<file path="config.mk">
export PLATFORM = sky130hd
export DESIGN_NAME = bus_grant_sched_flat
export DESIGN_NICKNAME = d
export VERILOG_FILES = /design/src/rtl/bus_grant_sched_if.sv /design/src/rtl/bus_grant_sched.sv /design/src/flat_wrapper.sv
export SDC_FILE = /design/constraint.sdc
export NUM_CORES = 1
export LEC_CHECK = 0
export ABC_AREA = 0
export BUFFER_PORTS_ARGS = -buffer_cell sky130_fd_sc_hd__buf_2
export CORE_MARGIN = 2
export CORE_UTILIZATION = 61
export DETAILED_ROUTE_END_ITERATION = 16
export HOLD_SLACK_MARGIN = 0.1
export PLACE_DENSITY = 0.88
export SYNTH_ARGS = -nofsm -noshare
export SYNTH_HDL_FRONTEND = slang
export SYNTH_SLANG_ARGS = --single-unit
</file>
<file path="constraint.sdc">
create_clock -name clk -period 4.45 [get_ports clk]
set_clock_uncertainty 0.2 [all_clocks]
set_input_delay 0.6675 -clock clk [delete_from_list [all_inputs] [get_ports clk]]
set_output_delay 0.6675 -clock clk [all_outputs]
set_load 0.005 [all_outputs]
</file>
<file path="src/rtl/bus_grant_sched_if.sv">
// rtl/bus_grant_sched_if.sv - request/grant bundle between requesters and the bus scheduler
interface bus_grant_sched_if;
  logic [7:0] req_n;      // active-low requests, bit i is requester i
  logic [2:0] sel;        // current or most recent owner index
  logic       sel_valid;  // a grant is active
  logic [7:0] grant_n;    // active-low one-hot grant
  logic       busy;       // scheduler is in GRANT or TURN

  // scheduler side
  modport master (
    input  req_n,
    output sel,
    output sel_valid,
    output grant_n,
    output busy
  );

  // requester / decoder side
  modport slave (
    output req_n,
    input  sel,
    input  sel_valid,
    input  grant_n,
    input  busy
  );
endinterface

</file>
<file path="src/rtl/bus_grant_sched.sv">
// rtl/bus_grant_sched.sv - round-robin eight-way bus scheduler with hold limit and turnaround gap
module bus_grant_sched #(
  parameter int MAX_HOLD   = 15,  // 1..255
  parameter int TURNAROUND = 1    // 1..15
) (
  input  logic              clk,
  input  logic              reset,
  bus_grant_sched_if.master bus
);

  typedef enum logic [1:0] {
    ST_IDLE  = 2'd0,
    ST_GRANT = 2'd1,
    ST_TURN  = 2'd2
  } state_t;

  localparam logic [7:0] HOLD_LAST = 8'(MAX_HOLD - 1);
  localparam logic [3:0] TURN_LAST = 4'(TURNAROUND - 1);

  state_t     state_q, state_d;
  logic [2:0] sel_q, sel_d;
  logic       sel_valid_q, sel_valid_d;
  logic [7:0] grant_n_q, grant_n_d;
  logic       busy_q, busy_d;
  logic [2:0] last_q, last_d;
  logic [7:0] hold_cnt_q, hold_cnt_d;
  logic [3:0] turn_cnt_q, turn_cnt_d;

  logic [2:0] winner;
  logic       any_req;
  logic       owner_release;
  logic       others_pending;

  // Round-robin search starting just after the previous owner; that owner is tried last.
  function automatic logic [2:0] rr_pick(input logic [7:0] req_n_i, input logic [2:0] last_i);
    logic [2:0] idx;
    logic       found;
    rr_pick = last_i;
    found   = 1'b0;
    for (int k = 1; k <= 8; k++) begin
      idx = last_i + 3'(k);
      if (!found && !req_n_i[idx]) begin
        rr_pick = idx;
        found   = 1'b1;
      end
    end
  endfunction

  // Request decode: winner candidate, owner release and competing requests.
  always_comb begin
    winner         = rr_pick(bus.req_n, last_q);
    any_req        = ~(&bus.req_n);
    owner_release  = bus.req_n[sel_q];
    others_pending = |(~bus.req_n & ~(8'd1 << sel_q));
  end

  // Next-state logic; grant_n is formed from the next sel/sel_valid so it is a clean flop output.
  always_comb begin
    state_d     = state_q;
    sel_d       = sel_q;
    sel_valid_d = sel_valid_q;
    busy_d      = busy_q;
    last_d      = last_q;
    hold_cnt_d  = hold_cnt_q;
    turn_cnt_d  = turn_cnt_q;

    case (state_q)
      ST_IDLE: begin
        if (any_req) begin
          state_d     = ST_GRANT;
          sel_d       = winner;
          last_d      = winner;
          hold_cnt_d  = 8'd0;
          sel_valid_d = 1'b1;
          busy_d      = 1'b1;
        end
      end

      ST_GRANT: begin
        // A release coinciding with hold expiry lands in the same TURN entry.
        if (owner_release || (hold_cnt_q == HOLD_LAST && others_pending)) begin
          state_d     = ST_TURN;
          sel_valid_d = 1'b0;
          turn_cnt_d  = 4'd0;
        end else if (hold_cnt_q != HOLD_LAST) begin
          hold_cnt_d = hold_cnt_q + 8'd1;
        end
      end

      ST_TURN: begin
        // Requests are ignored here; arbitration resumes from IDLE.
        if (turn_cnt_q == TURN_LAST) begin
          state_d = ST_IDLE;
          busy_d  = 1'b0;
        end else begin
          turn_cnt_d = turn_cnt_q + 4'd1;
        end
      end

      default: begin
        state_d     = ST_IDLE;
        sel_valid_d = 1'b0;
        busy_d      = 1'b0;
      end
    endcase

    grant_n_d = sel_valid_d ? ~(8'd1 << sel_d) : 8'hFF;
  end

  // State and output registers; reset drops the grant without waiting for a clock.
  always_ff @(posedge clk or posedge reset) begin
    if (reset) begin
      state_q     <= ST_IDLE;
      sel_q       <= 3'd0;
      sel_valid_q <= 1'b0;
      grant_n_q   <= 8'hFF;
      busy_q      <= 1'b0;
      last_q      <= 3'd7;
      hold_cnt_q  <= 8'd0;
      turn_cnt_q  <= 4'd0;
    end else begin
      state_q     <= state_d;
      sel_q       <= sel_d;
      sel_valid_q <= sel_valid_d;
      grant_n_q   <= grant_n_d;
      busy_q      <= busy_d;
      last_q      <= last_d;
      hold_cnt_q  <= hold_cnt_d;
      turn_cnt_q  <= turn_cnt_d;
    end
  end

  assign bus.sel       = sel_q;
  assign bus.sel_valid = sel_valid_q;
  assign bus.grant_n   = grant_n_q;
  assign bus.busy      = busy_q;

endmodule

</file>
<file path="src/flat_wrapper.sv">
// flat-port wrapper written by rule: the top's interface ports become plain ports
module bus_grant_sched_flat 
#(
  parameter int MAX_HOLD   = 15,           
  parameter int TURNAROUND = 1            
)
  (clk, reset, bus_req_n, bus_sel, bus_sel_valid, bus_grant_n, bus_busy);
  bus_grant_sched_if bus_i ();
  input  logic clk;
  input  logic reset;
  input wire logic [$bits(bus_i.req_n)-1:0] bus_req_n;
  output wire logic [$bits(bus_i.sel)-1:0] bus_sel;
  output wire logic [$bits(bus_i.sel_valid)-1:0] bus_sel_valid;
  output wire logic [$bits(bus_i.grant_n)-1:0] bus_grant_n;
  output wire logic [$bits(bus_i.busy)-1:0] bus_busy;
  assign bus_i.req_n = bus_req_n;
  assign bus_sel = bus_i.sel;
  assign bus_sel_valid = bus_i.sel_valid;
  assign bus_grant_n = bus_i.grant_n;
  assign bus_busy = bus_i.busy;
  bus_grant_sched #(.MAX_HOLD(MAX_HOLD), .TURNAROUND(TURNAROUND)) u_core (.clk(clk), .reset(reset), .bus(bus_i));
endmodule
</file>
==> results of run 1 <==
registers in the layout, indices dropped and copies added, names as in the netlist:
signal and flops:
u_core.hold_cnt_q 8, u_core.last_q 3, u_core.bus.sel 3, u_core.bus.sel_valid 1, u_core.bus.busy 1, u_core.turn_cnt_q 4, u_core.bus.grant_n 8, u_core.state_q 2
path summary, 6_finish.rpt:
check                                              to  slack, ns  cells past startpoint
worst min-delay path             u_core.turn_cnt_q[2]       0.31                      1
worst min register to register   u_core.turn_cnt_q[2]       0.31                      1
worst max register to register  u_core.bus.grant_n[0]       0.58                     10
min in group asynchronous           u_core.bus.sel[0]       0.46                      2
worst max-delay path            u_core.bus.grant_n[0]       0.58                     10
max in group asynchronous        u_core.hold_cnt_q[2]       2.92                      2
through the flow:
stage / hold WS (ns) / total power [mW] / std cells
final: 0.313 / 2.42 / 348
after detailed placement: 0.304 / 2.14 / 340
after global placement: 0.284 / 2.07 / 340
after CTS: 0.318 / 2.39 / 348
after global routing: 0.337 / 2.59 / 348
after floorplan: 0.271 / 1.81 / 283
placed cells by master (no fill, tap or decap), types with 2 or more instances in the layout:
cell type	count
inv_1	16
ha_1	10
nand4_1	7
o31ai_1	4
nor2b_1	3
buf_2	22
and3b_1	2
dfrtp_1	19
or2_2	2
xor2_1	6
o21ai_0	17
o21a_1	2
mux2i_1	12
nor2_1	28
nand2_1	18
and2_1	4
nand4b_1	2
buf_4	2
mux2_4	4
mux4_1	4
o21bai_1	2
mux4_2	12
o41ai_1	2
mux2_2	4
nand2b_1	6
nand3_1	6
a21oi_1	9
a22oi_1	5
dfstp_2	11
and3_1	4
xnor2_1	4
clkbuf_8	6
or3_1	3
nor3_1	7
synth_stat cells (all sizes together), types with 4 or more instances:
library cell  number  area (sq um)
a21oi              9          45.0
a22oi              5          37.5
and2               4          25.0
and3               4          25.0
buf                6          42.5
clkbuf            13          48.8
dfrtp             19           475
dfstp             11           289
ha                10           125
inv               17          66.3
mux2               8           105
mux2i             13           134
mux4              16           375
nand2             18          67.6
nand2b             6          37.5
nand3              6          30.0
nand4              7          43.8
nor2              28           105
nor3               7          35.0
o21ai             18          90.1
o31ai              4          30.0
xnor2              4          35.0
xor2               6          52.6
cell families after synthesis:
kind of cell             Yosys count  synth area share (%)
adder cells (fa/ha/maj)           10                  4.61
XOR/XNOR                          10                  3.23
flip-flops                        30                  28.2
AO/OA/AOI/OAI                     57                  14.9
multiplexers                      37                  22.6
buffers and inverters             36                  5.81
AND/OR/NAND/NOR                  103                  20.7
final cells by class:
type | instances | area [sq um]
clock buffers | 6 | 82.6
multi-input cells | 217 | 1790
flip-flops and latches | 30 | 764
inverters | 17 | 66.3
well taps | 52 | 65.1
fillers | 320 | 1420
repair buffers | 24 | 125
clock inverters | 2 | 12.5
routing by layer:
metal / track usage (%) / up-vias / share of wire [%]
met5: 0 / - / 0
met4: 10.3 / 0 / 2.3
met3: 4.13 / 13 / 5.2
met2: 43.7 / 75 / 49
met1: 37.7 / 1158 / 43
li1: - / 1069 / -
worst max-delay path: stages, from the launching register on:
cell and delay (ns):
dfstp_2 0.56, inv_1 0.11, ha_1 0.53, mux4_2 0.61, mux2_4 0.33, nor4_2 0.36
a21oi_1 0.09, a311oi_2 0.37, a211o_4 0.19, inv_4 0.04, or3_1 0.37
power by group through the flow:
stage | registers (mW) | clock network [mW] | logic [mW]
floorplan | 0.435 | 0 | 1.38
global placement | 0.489 | 0 | 1.59
detailed placement | 0.495 | 0 | 1.64
CTS | 0.496 | 0.236 | 1.66
global route | 0.510 | 0.245 | 1.84
finish | 0.499 | 0.234 | 1.68
==> impl_results.md, run 1 <==
* Comb power frac at 69.7%
* Area grow syn2layout at 7.14%
* Syn avg cell area at 9.59 sq um
* Root Driver: clkbuf_8
* Via count of the first global-routing pass at 2249
* Final setup fails at 0
* Tightest Pin Transition at 1.11 ns
* Site Rows at 24
* Critical path type: reg -> reg
* GP Congestion at roughly 0.9
* Worst slew margin at 25.9%
* PortBufs at 22
* I/O pin count at 23
* Post-Syn Area at 2720 sq um
* Final Hold Fails at 0
* Core Util, Final at 67.3%
* Static leakage at 1.22 nW
* Initial Util at between 60 and 70%
* Die span in y at 70.7 um
* First-pass GRT wire length at ~11000 um
* Sequential share of power at 20.7%
* Switching Fraction at around 48%
* Reg2reg start: u_core.last_q[0]
* Grt ovf at 0
* Final Net Count at 315
* Max Fclk at approximately 260 MHz
* Final WS setup at 0.581 ns
* Worst Hold Launch: u_core.turn_cnt_q[2]
* DP Wirelength at 4400 um
* Pwr/cell area at 830 nW/um^2
* WP data required at 4.45 ns
* Worst setup startpoint: u_core.last_q[0]
* Share of layout cells above drive strength 1 at 25.3%
* Wirelength per Cell at 18.4 um
* Setup TNS at 0 ns
* CTS Buf Count at 5
* Synth cell types at 63
* Core area at roughly 4300 sq um
* DR pass1 iterations at 4
* CTS resizes at 0
* Placed Area at 2810 sq um
* Drt initial violations at ~260
* Residual DRC at 0
* Critical path launch point type: register
* Min-delay worst type: reg -> reg
* Net count after synthesis at 303
* Syn. warnings at 0
* Max-slew violations at 0
* Largest net degree at the start of global routing at 31
* Htree depth at 2
* Minimum clock period at between 3 and 4 ns
* Die Footprint at approximately 5000 sq um
* Clk_lat worst skew at 0.29 ns
* Final worst path period share at 87.0%
* Clock Power Share at 9.7%
* Max FO, Critical Path at 9
* Routed vias/inst at 6.65
* Hold_buf cts at 0
* RSZ-0062 raised after global routing: no
* Crit. End Element: register
* Post-synth EDFFs at 0
* Pre-CTS setup slack at 0.691 ns
* Status: finished clean
* N_diodes at 0
* Deepest clock path buffer count at 2
* Post-synthesis sequential area ratio at 28.2%
* TritonCTS clock tree: done
* Post-CTS setup buffer count at 0
* Critical Path AT at between 3 and 4 ns
* Clk slew on worst S/H paths at 0.07 ns
* Pint at 1.25 mW
* Vias at around 2300
* Antenna Nets Post-Route at 0
* Top FF cell, synth: dfrtp_1
* Total GRT Usage at 27.2%
* Clock tree sinks at 30
* Net Sw Power at 1.17 mW
* Worst VDD drop at 0.510 mV
* Final WL at approximately 6400 um
* Post-Syn Instances at roughly 280
* Number of synthesized register bits at 30
* Async SR Flop Fraction at 100%
* Cell area after layout at 2910 sq um
* Antenna violations before repair at 0
* Max_cap viols at 0
* Die W at roughly 71 um
Note: power is estimated with default switching activity, not from simulation.
==> run 2, diff against run 1 <==
==> constraint.sdc (replaced) <==
create_clock -name clk -period 3.93 [get_ports clk]
set_clock_uncertainty 0.2 [all_clocks]
set_input_delay 0.5895 -clock clk [delete_from_list [all_inputs] [get_ports clk]]
set_output_delay 0.5895 -clock clk [all_outputs]
set_load 0.005 [all_outputs]
==> run 2 against run 1 <==
Against the previous run: sequential cell count is the same; total power grew 16%; critical endpoint unchanged; setup slack lost 0.31 ns; global-route usage grew 0.43 points; worst hold slack lost 0.0028 ns.
==> impl_results.md, run 2 (synthesis gave the netlist of run 1 again) <==
* Clock tree sinks at 30 (unchanged)
* Tightest Pin Transition at 1.12 ns (was 1.11 ns)
* PortBufs at 22 (unchanged)
* CP cell instances: inv_1 -> ha_1 -> buf_4 -> mux4_1 -> mux2i_1 -> nor4_1 -> a41oi_2 -> a311oi_2 -> a211o_4 -> inv_4 -> or3_1 (was inv_1 -> ha_1 -> mux4_2 -> mux2_4 -> nor4_2 -> a21oi_1 -> a311oi_2 -> a211o_4 -> inv_4 -> or3_1)
* GP Congestion at 0.881 (was 0.904)
* First-pass GRT wire length at 11000 um (was 10900 um)
* # placed instances at 341 (was 340)
* Clock Power Share at 11.3% (was 9.7%)
* Critical path type: reg -> reg (unchanged)
* Core area at 4320 sq um (unchanged)
* Final WL at 6530 um (was 6390 um)
* Reg-to-reg setup timing slack at 0.28 ns (was 0.58 ns)
* Critical Path AT at 3.66 ns (was 3.87 ns)
* Most frequent cells in the layout: 28 x nor2_1, 22 x buf_2, 19 x dfrtp_1 (unchanged)
* Clk slew on worst S/H paths at 0.07 ns (about the same)
* Antenna violations before repair at 0 (unchanged)
* Max-slew violations at 0 (unchanged)
* Placed Area at 2820 sq um (was 2810 sq um)
* Crit-path slowest cell: dfstp_2 (was mux4_2)
* I/O pin count at 23 (unchanged)
* Final setup fails at 0 (unchanged)
* DP Wirelength at 4410 um (was 4400 um)
* Fin cells at 349 (was 348)
* Slowest stage delay, CP at 0.52 ns (was 0.61 ns)
* WP data required at 3.93 ns (was 4.45 ns)
* Core Util, Final at 67.9% (was 67.3%)
* CTS Buf Count at 5 (unchanged)
* Most common cell after layout, fill and taps aside: nor2_1 (unchanged)
* Post-CTS setup buffer count at 0 (unchanged)
* Final Hold Fails at 0 (unchanged)
* Root Driver: clkbuf_8 (unchanged)
* Worst VDD drop at 0.626 mV (was 0.510 mV)
* # fillers at 310 (was 320)
* Initial Util at 62.8% (unchanged)
* Minimum clock period at 3.65 ns (was 3.87 ns)
* Vias at 2388 (was 2315)
* N_diodes at 0 (unchanged)
* Clk_lat worst skew at 0.28 ns (was 0.29 ns)
* Area grow syn2layout at 8.20% (was 7.14%)
* Share of layout cells above drive strength 1 at 25.3% (about the same)
* Deepest clock path buffer count at 2 (unchanged)
* Drt initial violations at 244 (was 263)
* Max FO, Critical Path at 8 (was 9)
* Total GRT Usage at 27.7% (was 27.2%)
* Wirelength per Cell at 18.7 um (was 18.4 um)
* Site Rows at 24 (unchanged)
* Routed vias/inst at 6.84 (was 6.65)
* Die W at 70.7 um (unchanged)
* Grt ovf at 0 (unchanged)
* Crit. End Element: register (unchanged)
* Cell area after layout at 2940 sq um (was 2910 sq um)
* Worst slew margin at 25.5% (was 25.9%)
* Static leakage at 1.23 nW (was 1.22 nW)
* Setup TNS at 0 ns (unchanged)
* Via count of the first global-routing pass at 2190 (was 2249)
* Switching Fraction at 47.1% (was 48.4%)
* Sequential share of power at 19.9% (was 20.7%)
* Die Footprint at 5000 sq um (unchanged)
* Crit path max-delay family: simple AND/OR/NAND/NOR gates (was multiplexers)
* Hold_buf cts at 0 (unchanged)
* Residual DRC at 0 (unchanged)
* TritonCTS clock tree: done (unchanged)
* Pwr/cell area at 957 nW/um^2 (was 830 nW/um^2)
* Final worst path period share at 93.0% (was 87.0%)
* Comb power frac at 68.8% (was 69.7%)
* Net Sw Power at 1.32 mW (was 1.17 mW)
* Status: finished clean (unchanged)
* Critical path buffer and inverter count at 3 (was 2)
* Htree depth at 2 (unchanged)
* Die span in y at 70.7 um (unchanged)
* RSZ-0062 raised after global routing: no (unchanged)
* Critical path launch point type: register (unchanged)
* Min-delay worst type: reg -> reg (unchanged)
* Max Fclk at 274 MHz (was 258 MHz)
* Pint at 1.49 mW (was 1.25 mW)
* DR pass1 iterations at 4 (unchanged)
* CTS resizes at 0 (unchanged)
* Largest net degree at the start of global routing at 31 (unchanged)
* Final Net Count at 316 (was 315)
* Antenna Nets Post-Route at 0 (unchanged)
* Max_cap viols at 0 (unchanged)
[run 2: cell types whose count changed in the layout (fill, tap and decap cells not counted), sizes merged]
cell	change
buf	+1
clkinvlp	-1
bufinv	+1
clkinv	-1
clkbuf	+1
[run 2: worst paths after layout]
kind | endpoint | cells past startpoint | startpoint
min reg2reg | u_core.bus.busy | 1 | u_core.bus.busy
min in group asynchronous | u_core.state_q[0] | 2 | reset
max | u_core.bus.grant_n[0] | 11 | u_core.last_q[0]
min | u_core.bus.busy | 1 | u_core.bus.busy
max reg2reg | u_core.bus.grant_n[0] | 11 | u_core.last_q[0]
max in group asynchronous | u_core.bus.sel_valid | 2 | reset
[run 2: layer usage]
layer / vias up / GRT usage (%) / share of wire, %
li1: 1078 / - / -
met1: 1139 / 38.3 / 41
met2: 152 / 44.7 / 49
met3: 19 / 3.85 / 7.7
met4: 0 / 10.5 / 2.5
met5: - / 0 / 0
[run 2: final cells by class]
class / count / area [sq um] / share of cell area (%)
clock inverters: 1 / 30.0 / 1.02
repair buffers: 25 / 133 / 4.51
clock buffers: 7 / 86.3 / 2.94
flip-flops and latches: 30 / 764 / 26.0
well taps: 52 / 65.1 / 2.21
inverters: 17 / 66.3 / 2.26
multi-input cells: 217 / 1790 / 61.0
[run 2: power groups by stage]
stage	Sequential [mW]	Clock, mW	Combinational [mW]
global placement	0.555	0	1.80
finish	0.559	0.318	1.93
CTS	0.555	0.323	1.89
floorplan	0.492	0	1.56
global route	0.571	0.335	2.08
detailed placement	0.557	0	1.87
[run 2: metrics by stage]
stage | hold WS, ns | power [mW] | setup WS, ns
final | 0.310 | 2.81 | 0.275
after global routing | 0.334 | 2.99 | 0.138
after CTS | 0.311 | 2.77 | 0.313
after global placement | 0.288 | 2.36 | 0.483
after floorplan | 0.271 | 2.05 | 0.0385
after detailed placement | 0.299 | 2.42 | 0.363
